## src/rtl/mapper_mem_sequencer.sv

```systemverilog
// Serialises mapped PRG (CPU) and CHR (PPU) accesses onto one req/ack memory port.
// Optional overrun counters are built when MAPPER_MEMSEQ_STATS_EN is defined.
module mapper_mem_sequencer #(
    parameter int ADDR_W = 22,
    parameter int DATA_W = 8,
    parameter int STAT_W = 16
) (
    input  logic              clk,
    input  logic              reset_n,
    input  logic              ce,
    input  logic [ADDR_W-1:0] prg_addr,
    input  logic              prg_rd,
    input  logic              prg_wr,
    input  logic              prg_allow,
    input  logic [DATA_W-1:0] prg_wdata,
    output logic [DATA_W-1:0] prg_rdata,
    output logic              prg_done,
    input  logic [ADDR_W-1:0] chr_addr,
    input  logic              chr_rd,
    input  logic              chr_wr,
    input  logic              chr_allow,
    input  logic [DATA_W-1:0] chr_wdata,
    output logic [DATA_W-1:0] chr_rdata,
    output logic              chr_done,
    output logic              mem_req,
    output logic              mem_we,
    output logic [ADDR_W-1:0] mem_addr,
    output logic [DATA_W-1:0] mem_wdata,
    input  logic              mem_ack,
    input  logic [DATA_W-1:0] mem_rdata,
`ifdef MAPPER_MEMSEQ_STATS_EN
    output logic [STAT_W-1:0] prg_ovr_cnt,
    output logic [STAT_W-1:0] chr_ovr_cnt,
`endif
    output logic [1:0]        overrun,
    input  logic              ovr_clr
);

    typedef enum logic {IDLE, BUSY} state_t;

    // Side index 0 = PRG, 1 = CHR throughout.
    logic [1:0]        rd_s, wr_s, allow_rd, allow_wr, load;
    logic [ADDR_W-1:0] addr_in [2];
    logic [DATA_W-1:0] wdata_in [2];

    logic [1:0]        slot_v_q, slot_v_d, slot_we_q;
    logic [ADDR_W-1:0] slot_addr_q [2];
    logic [DATA_W-1:0] slot_wdata_q [2];

    logic [1:0]        cand_v, cand_we, granted, ovr_evt;
    logic [ADDR_W-1:0] cand_addr [2];
    logic [DATA_W-1:0] cand_wdata [2];

    state_t            state_q;
    logic              last_grant_q;
    logic              gnt_en, gnt_side;
    logic [1:0]        overrun_q;

    assign rd_s        = {chr_rd, prg_rd};
    assign wr_s        = {chr_wr, prg_wr};
    assign allow_rd    = {1'b1, prg_allow};
    assign allow_wr    = {chr_allow, prg_allow};
    assign addr_in[0]  = prg_addr;
    assign addr_in[1]  = chr_addr;
    assign wdata_in[0] = prg_wdata;
    assign wdata_in[1] = chr_wdata;

    assign gnt_en   = (state_q == IDLE) && (|cand_v);
    assign gnt_side = (&cand_v) ? ~last_grant_q : cand_v[1];

    genvar gi;
    generate
        for (gi = 0; gi < 2; gi++) begin : g_side
            // A write strobe wins over a simultaneous read; the write's permit then decides.
            assign load[gi] = ce & (wr_s[gi] ? allow_wr[gi] : (rd_s[gi] & allow_rd[gi]));

            // An idle grant may take a fresh strobe straight through without parking it.
            assign cand_v[gi]     = slot_v_q[gi] | load[gi];
            assign cand_we[gi]    = slot_v_q[gi] ? slot_we_q[gi]    : wr_s[gi];
            assign cand_addr[gi]  = slot_v_q[gi] ? slot_addr_q[gi]  : addr_in[gi];
            assign cand_wdata[gi] = slot_v_q[gi] ? slot_wdata_q[gi] : wdata_in[gi];

            assign granted[gi]  = gnt_en & (gnt_side == 1'(gi));
            assign slot_v_d[gi] = granted[gi] ? (slot_v_q[gi] & load[gi])
                                              : (slot_v_q[gi] | load[gi]);
            assign ovr_evt[gi]  = load[gi] & slot_v_q[gi] & ~granted[gi];

            always_ff @(posedge clk or negedge reset_n) begin
                if (!reset_n) begin
                    slot_v_q[gi]     <= 1'b0;
                    slot_we_q[gi]    <= 1'b0;
                    slot_addr_q[gi]  <= '0;
                    slot_wdata_q[gi] <= '0;
                    overrun_q[gi]    <= 1'b0;
                end else begin
                    slot_v_q[gi] <= slot_v_d[gi];
                    if (load[gi]) begin
                        slot_we_q[gi]    <= wr_s[gi];
                        slot_addr_q[gi]  <= addr_in[gi];
                        slot_wdata_q[gi] <= wdata_in[gi];
                    end
                    if (ovr_evt[gi])
                        overrun_q[gi] <= 1'b1;
                    else if (ovr_clr)
                        overrun_q[gi] <= 1'b0;
                end
            end

`ifdef MAPPER_MEMSEQ_STATS_EN
            logic [STAT_W-1:0] cnt_q;
            always_ff @(posedge clk or negedge reset_n) begin
                if (!reset_n)
                    cnt_q <= '0;
                else if (ovr_evt[gi])
                    cnt_q <= ovr_clr ? STAT_W'(1) : ((&cnt_q) ? cnt_q : cnt_q + 1'b1);
                else if (ovr_clr)
                    cnt_q <= '0;
            end
`endif
        end
    endgenerate

`ifdef MAPPER_MEMSEQ_STATS_EN
    assign prg_ovr_cnt = g_side[0].cnt_q;
    assign chr_ovr_cnt = g_side[1].cnt_q;
`endif
    assign overrun = overrun_q;

    always_ff @(posedge clk or negedge reset_n) begin
        if (!reset_n) begin
            state_q      <= IDLE;
            last_grant_q <= 1'b0;
            mem_req      <= 1'b0;
            mem_we       <= 1'b0;
            mem_addr     <= '0;
            mem_wdata    <= '0;
            prg_done     <= 1'b0;
            chr_done     <= 1'b0;
            prg_rdata    <= '0;
            chr_rdata    <= '0;
        end else begin
            prg_done <= 1'b0;
            chr_done <= 1'b0;
            case (state_q)
                IDLE: begin
                    if (gnt_en) begin
                        mem_req      <= 1'b1;
                        mem_we       <= cand_we[gnt_side];
                        mem_addr     <= cand_addr[gnt_side];
                        mem_wdata    <= cand_wdata[gnt_side];
                        last_grant_q <= gnt_side;
                        state_q      <= BUSY;
                    end
                end
                BUSY: begin
                    // No regrant here: the ack cycle is always followed by one idle cycle.
                    if (mem_ack) begin
                        mem_req <= 1'b0;
                        state_q <= IDLE;
                        if (last_grant_q) begin
                            chr_done <= 1'b1;
                            if (!mem_we) chr_rdata <= mem_rdata;
                        end else begin
                            prg_done <= 1'b1;
                            if (!mem_we) prg_rdata <= mem_rdata;
                        end
                    end
                end
                default: state_q <= IDLE;
            endcase
        end
    end

endmodule
```

## config.mk

```make
export PLATFORM = sky130hd
export DESIGN_NAME = mapper_mem_sequencer
export DESIGN_NICKNAME = d
export VERILOG_FILES = /design/src/rtl/mapper_mem_sequencer.sv
export SDC_FILE = /design/constraint.sdc
export NUM_CORES = 1
export LEC_CHECK = 0
export ABC_CLOCK_PERIOD_IN_PS = 2820
export CORE_MARGIN = 2
export CORE_UTILIZATION = 54
export DETAILED_ROUTE_END_ITERATION = 10
export PLACE_DENSITY = 0.95
export SLEW_MARGIN = 0
export SYNTH_ARGS = -nofsm -noshare
export SYNTH_HDL_FRONTEND = slang
export SYNTH_SLANG_ARGS = --single-unit
```

## constraint.sdc

```tcl
create_clock -name clk -period 2.82 [get_ports clk]
set_input_delay 0.282 -clock clk [delete_from_list [all_inputs] [get_ports clk]]
set_output_delay 0.282 -clock clk [all_outputs]
set_load 0.02 [all_outputs]
```

==> flow_summary.json <==
{
  "status": "finished, final reports clean",
  "ff2ff_setup_slack_ns": 0.93,
  "synth-edff-count": 0,
  "multi_input_area_um2": 2312,
  "synth_ff_type": "dfrtp_1",
  "antenna_cells": 0,
  "die-width_um": 104.4,
  "grt_pass1_vias": 4362,
  "place_inst": 688,
  "critPathArrivalTime_ns": 2.28,
  "worst_slack_ns": 0.9263,
  "grt_max_degree": 69,
  "syn_nets": 526,
  "rows": 36,
  "path_cells": "buf_4 -> mux2i_1 -> nor3_1 -> a221o_2",
  "drt_iter0_drc": 265,
  "max_clock_freq_ghz": 0.5281,
  "max-clock-path-buffers": 2,
  "antenna_found_initial": 0,
  "syn_area_per_cell_um2": 12.17,
  "setup_viol": 0,
  "critPathLaunch": "slot_v_q[1]",
  "critPathMaxStageDelay_ns": 0.70,
  "whs_ns": 0.3306,
  "cts_setup_buffers": 0,
  "ys_seq_area_share_pct": 54.28,
  "synth-seq-cells": 118,
  "clock_sinks": 118,
  "synth-async-reset-ratio_pct": 100.0,
  "cp.required_ns": 3.21,
  "tightestPinTransition_ns": 0.6861,
  "fill_cells": 632,
  "start_util_pct": 55.66,
  "crit_path_end_kind": "flop",
  "period_needed_ns": 1.894,
  "grt_usage_pct": 27.15,
  "yosys_warnings": 0,
  "finalPower_mw": 7.775,
  "syn_inst": 447,
  "synth_cell_types": 36,
  "worstRegToRegCells": 4,
  "register_area_um2": 2955,
  "routed-via-count": 4124,
  "finalWirelength_um": 14100,
  "hold_path.class": "in -> reg",
  "fin_setup_tns_ns": 0,
  "pin_count": 131,
  "final_area_um2": 7383,
  "dp_hpwl_um": 9261,
  "final_nets": 654,
  "postRouteAntennaNets": 0,
  "grt_pass1_wl_um": 22960,
  "finalCritPeriodShare_pct": 67.15,
  "reg2reg_from": "slot_v_q[1]",
  "clock_latency_ns": 0.51,
  "pre_cts_ws_ns": 0.5081,
  "cp_num_cells": 4,
  "finalHoldViolCount": 0,
  "cp_top_family": "flip-flops",
  "vdd_ir_drop_max_uv": 490.7,
  "critPathKind": "reg -> reg",
  "final_core_util_pct": 75.54,
  "cts_buffers": 17,
  "endpoint": "mem_addr[10]",
  "placement.io_buffers": 130,
  "fin_cells": 718,
  "die-area_um2": 10890,
  "power_density_nw_per_um2": 1053,
  "htreeDepth": 4,
  "gp_congestion": 0.7802,
  "core_area_um2": 9774,
  "cp_slowest_cell": "dfrtp_2",
  "report.final.slew_viol_count": 0,
  "slew_headroom_pct": 54.01,
  "drc": 0,
  "rr_endpoint": "mem_addr[10]",
  "fin_worst_skew_ns": 0.006951,
  "drt_pass1_iterations": 4,
  "wire_per_inst_um": 19.64,
  "die-height_um": 104.4,
  "p_leak_nw": 3.229,
  "clk_pin_slew_ns": 0.05,
  "path_buf_inv": 1,
  "area_growth_pct": 35.72,
  "rsz0062_at_grt": "no",
  "viasPerCell": 5.744,
  "critPathLaunchType": "flop",
  "final_layout_size_suffix_gt1_share_pct": 24.96,
  "maxCapViolCount": 0,
  "cts_root_buffer": "clkbuf_8",
  "syn_area_um2": 5440,
  "cts_tree": "yes",
  "crit_fanout": 20,
  "dpl_cell_area_um2": 6849,
  "overflow": 0
}
## worst min-delay path, delay by kind of cell
family                 cells  cell delay [ns]
buffers and inverters      1             0.41
AND/OR/NAND/NOR            2             0.11
## worst min path at each step
stage	cells after the start	from	endpoint	slack (ns)
after floorplan	0	reset_n	chr_done	-0.01
after global placement	1	reset_n	slot_wdata_q[12]	0.34
after detailed placement	1	reset_n	mem_wdata[1]	0.36
after CTS	3	prg_addr[6]	slot_addr_q[28]	0.32
after global routing	3	prg_addr[4]	slot_addr_q[26]	0.32
final	3	prg_addr[6]	slot_addr_q[28]	0.33
## Yosys cell counts, types with 2 or more instances
master / number / area (um2)
buf_6: 5 / 56.30
a221o_1: 10 / 100.1
mux2_2: 75 / 844.6
buf_4: 2 / 15.01
inv_1: 3 / 11.26
buf_2: 15 / 75.07
dfrtp_1: 118 / 2953
nand2_1: 94 / 352.8
nor2_1: 5 / 18.77
a21oi_1: 2 / 10.01
o21ai_0: 2 / 10.01
a221o_2: 21 / 236.5
maj3_1: 2 / 20.02
nor3_1: 31 / 155.2
mux2i_1: 31 / 310.3
nand3_1: 2 / 10.01
mux2_1: 3 / 33.78
clkbuf_1: 8 / 30.03
## per-layer routing
metal	global-route usage [%]	share of wire (%)	routed length, um
met4	9.073	1.5	208
met5	0	0	0
met1	35.54	41	5774
met2	44.30	50	7000
met3	6.830	7.9	1114
## repair_timing
item,in CTS,in global routing
hold buffers,1,0
resized for setup,0,0
setup endpoints to repair,0,0
hold endpoints to repair,50,0
## power by group
| part | internal, mW | switching (mW) | leakage [nW] |
|---|---|---|---|
| registers | 2.23 | 0.459 | 1.43 |
| logic | 1.68 | 1.52 | 1.53 |
| clock network | 1.20 | 0.688 | 0.266 |
## cell families (layout without fill, tap and decap cells)
family	after synthesis	count (layout)	synth area share, %
AO/OA/AOI/OAI	44	44	8.694
multiplexers	110	110	22.13
adder cells (fa/ha/maj)	2	2	0.3680
AND/OR/NAND/NOR	139	139	11.02
buffers and inverters	34	172	3.519
flip-flops	118	118	54.28
## placed cells by master, fill, tap and decap left out, types with 5 or more instances in the layout
cell type	count
a221o_2	21
nand2_1	94
nor3_1	31
clkdlybuf4s50_1	129
clkbuf_16	16
dfrtp_1	116
buf_4	7
clkbuf_8	7
a221o_1	10
nor2_1	5
mux2i_1	31
mux2_2	75
## cell type report
cell class / count / share of cell area [%]
clock buffer: 25 / 6.829
clock inverter: 4 / 0.2711
inverter: 3 / 0.1525
multi-input combinational: 295 / 31.32
sequential: 118 / 40.03
tap: 133 / 2.254
timing repair buffer: 140 / 19.15
## state kept, by name (all words and copies together), names as in the netlist
signal / flops
prg_rdata: 8
mem_we: 1
prg_done: 1
mem_addr: 22
state_q: 1
slot_addr_q: 44
chr_rdata: 8
slot_we_q: 2
mem_req: 1
chr_done: 1
slot_wdata_q: 16
mem_wdata: 8
slot_v_q: 2
last_grant_q: 1
overrun: 2
Power figures use the tool's default switching activity.
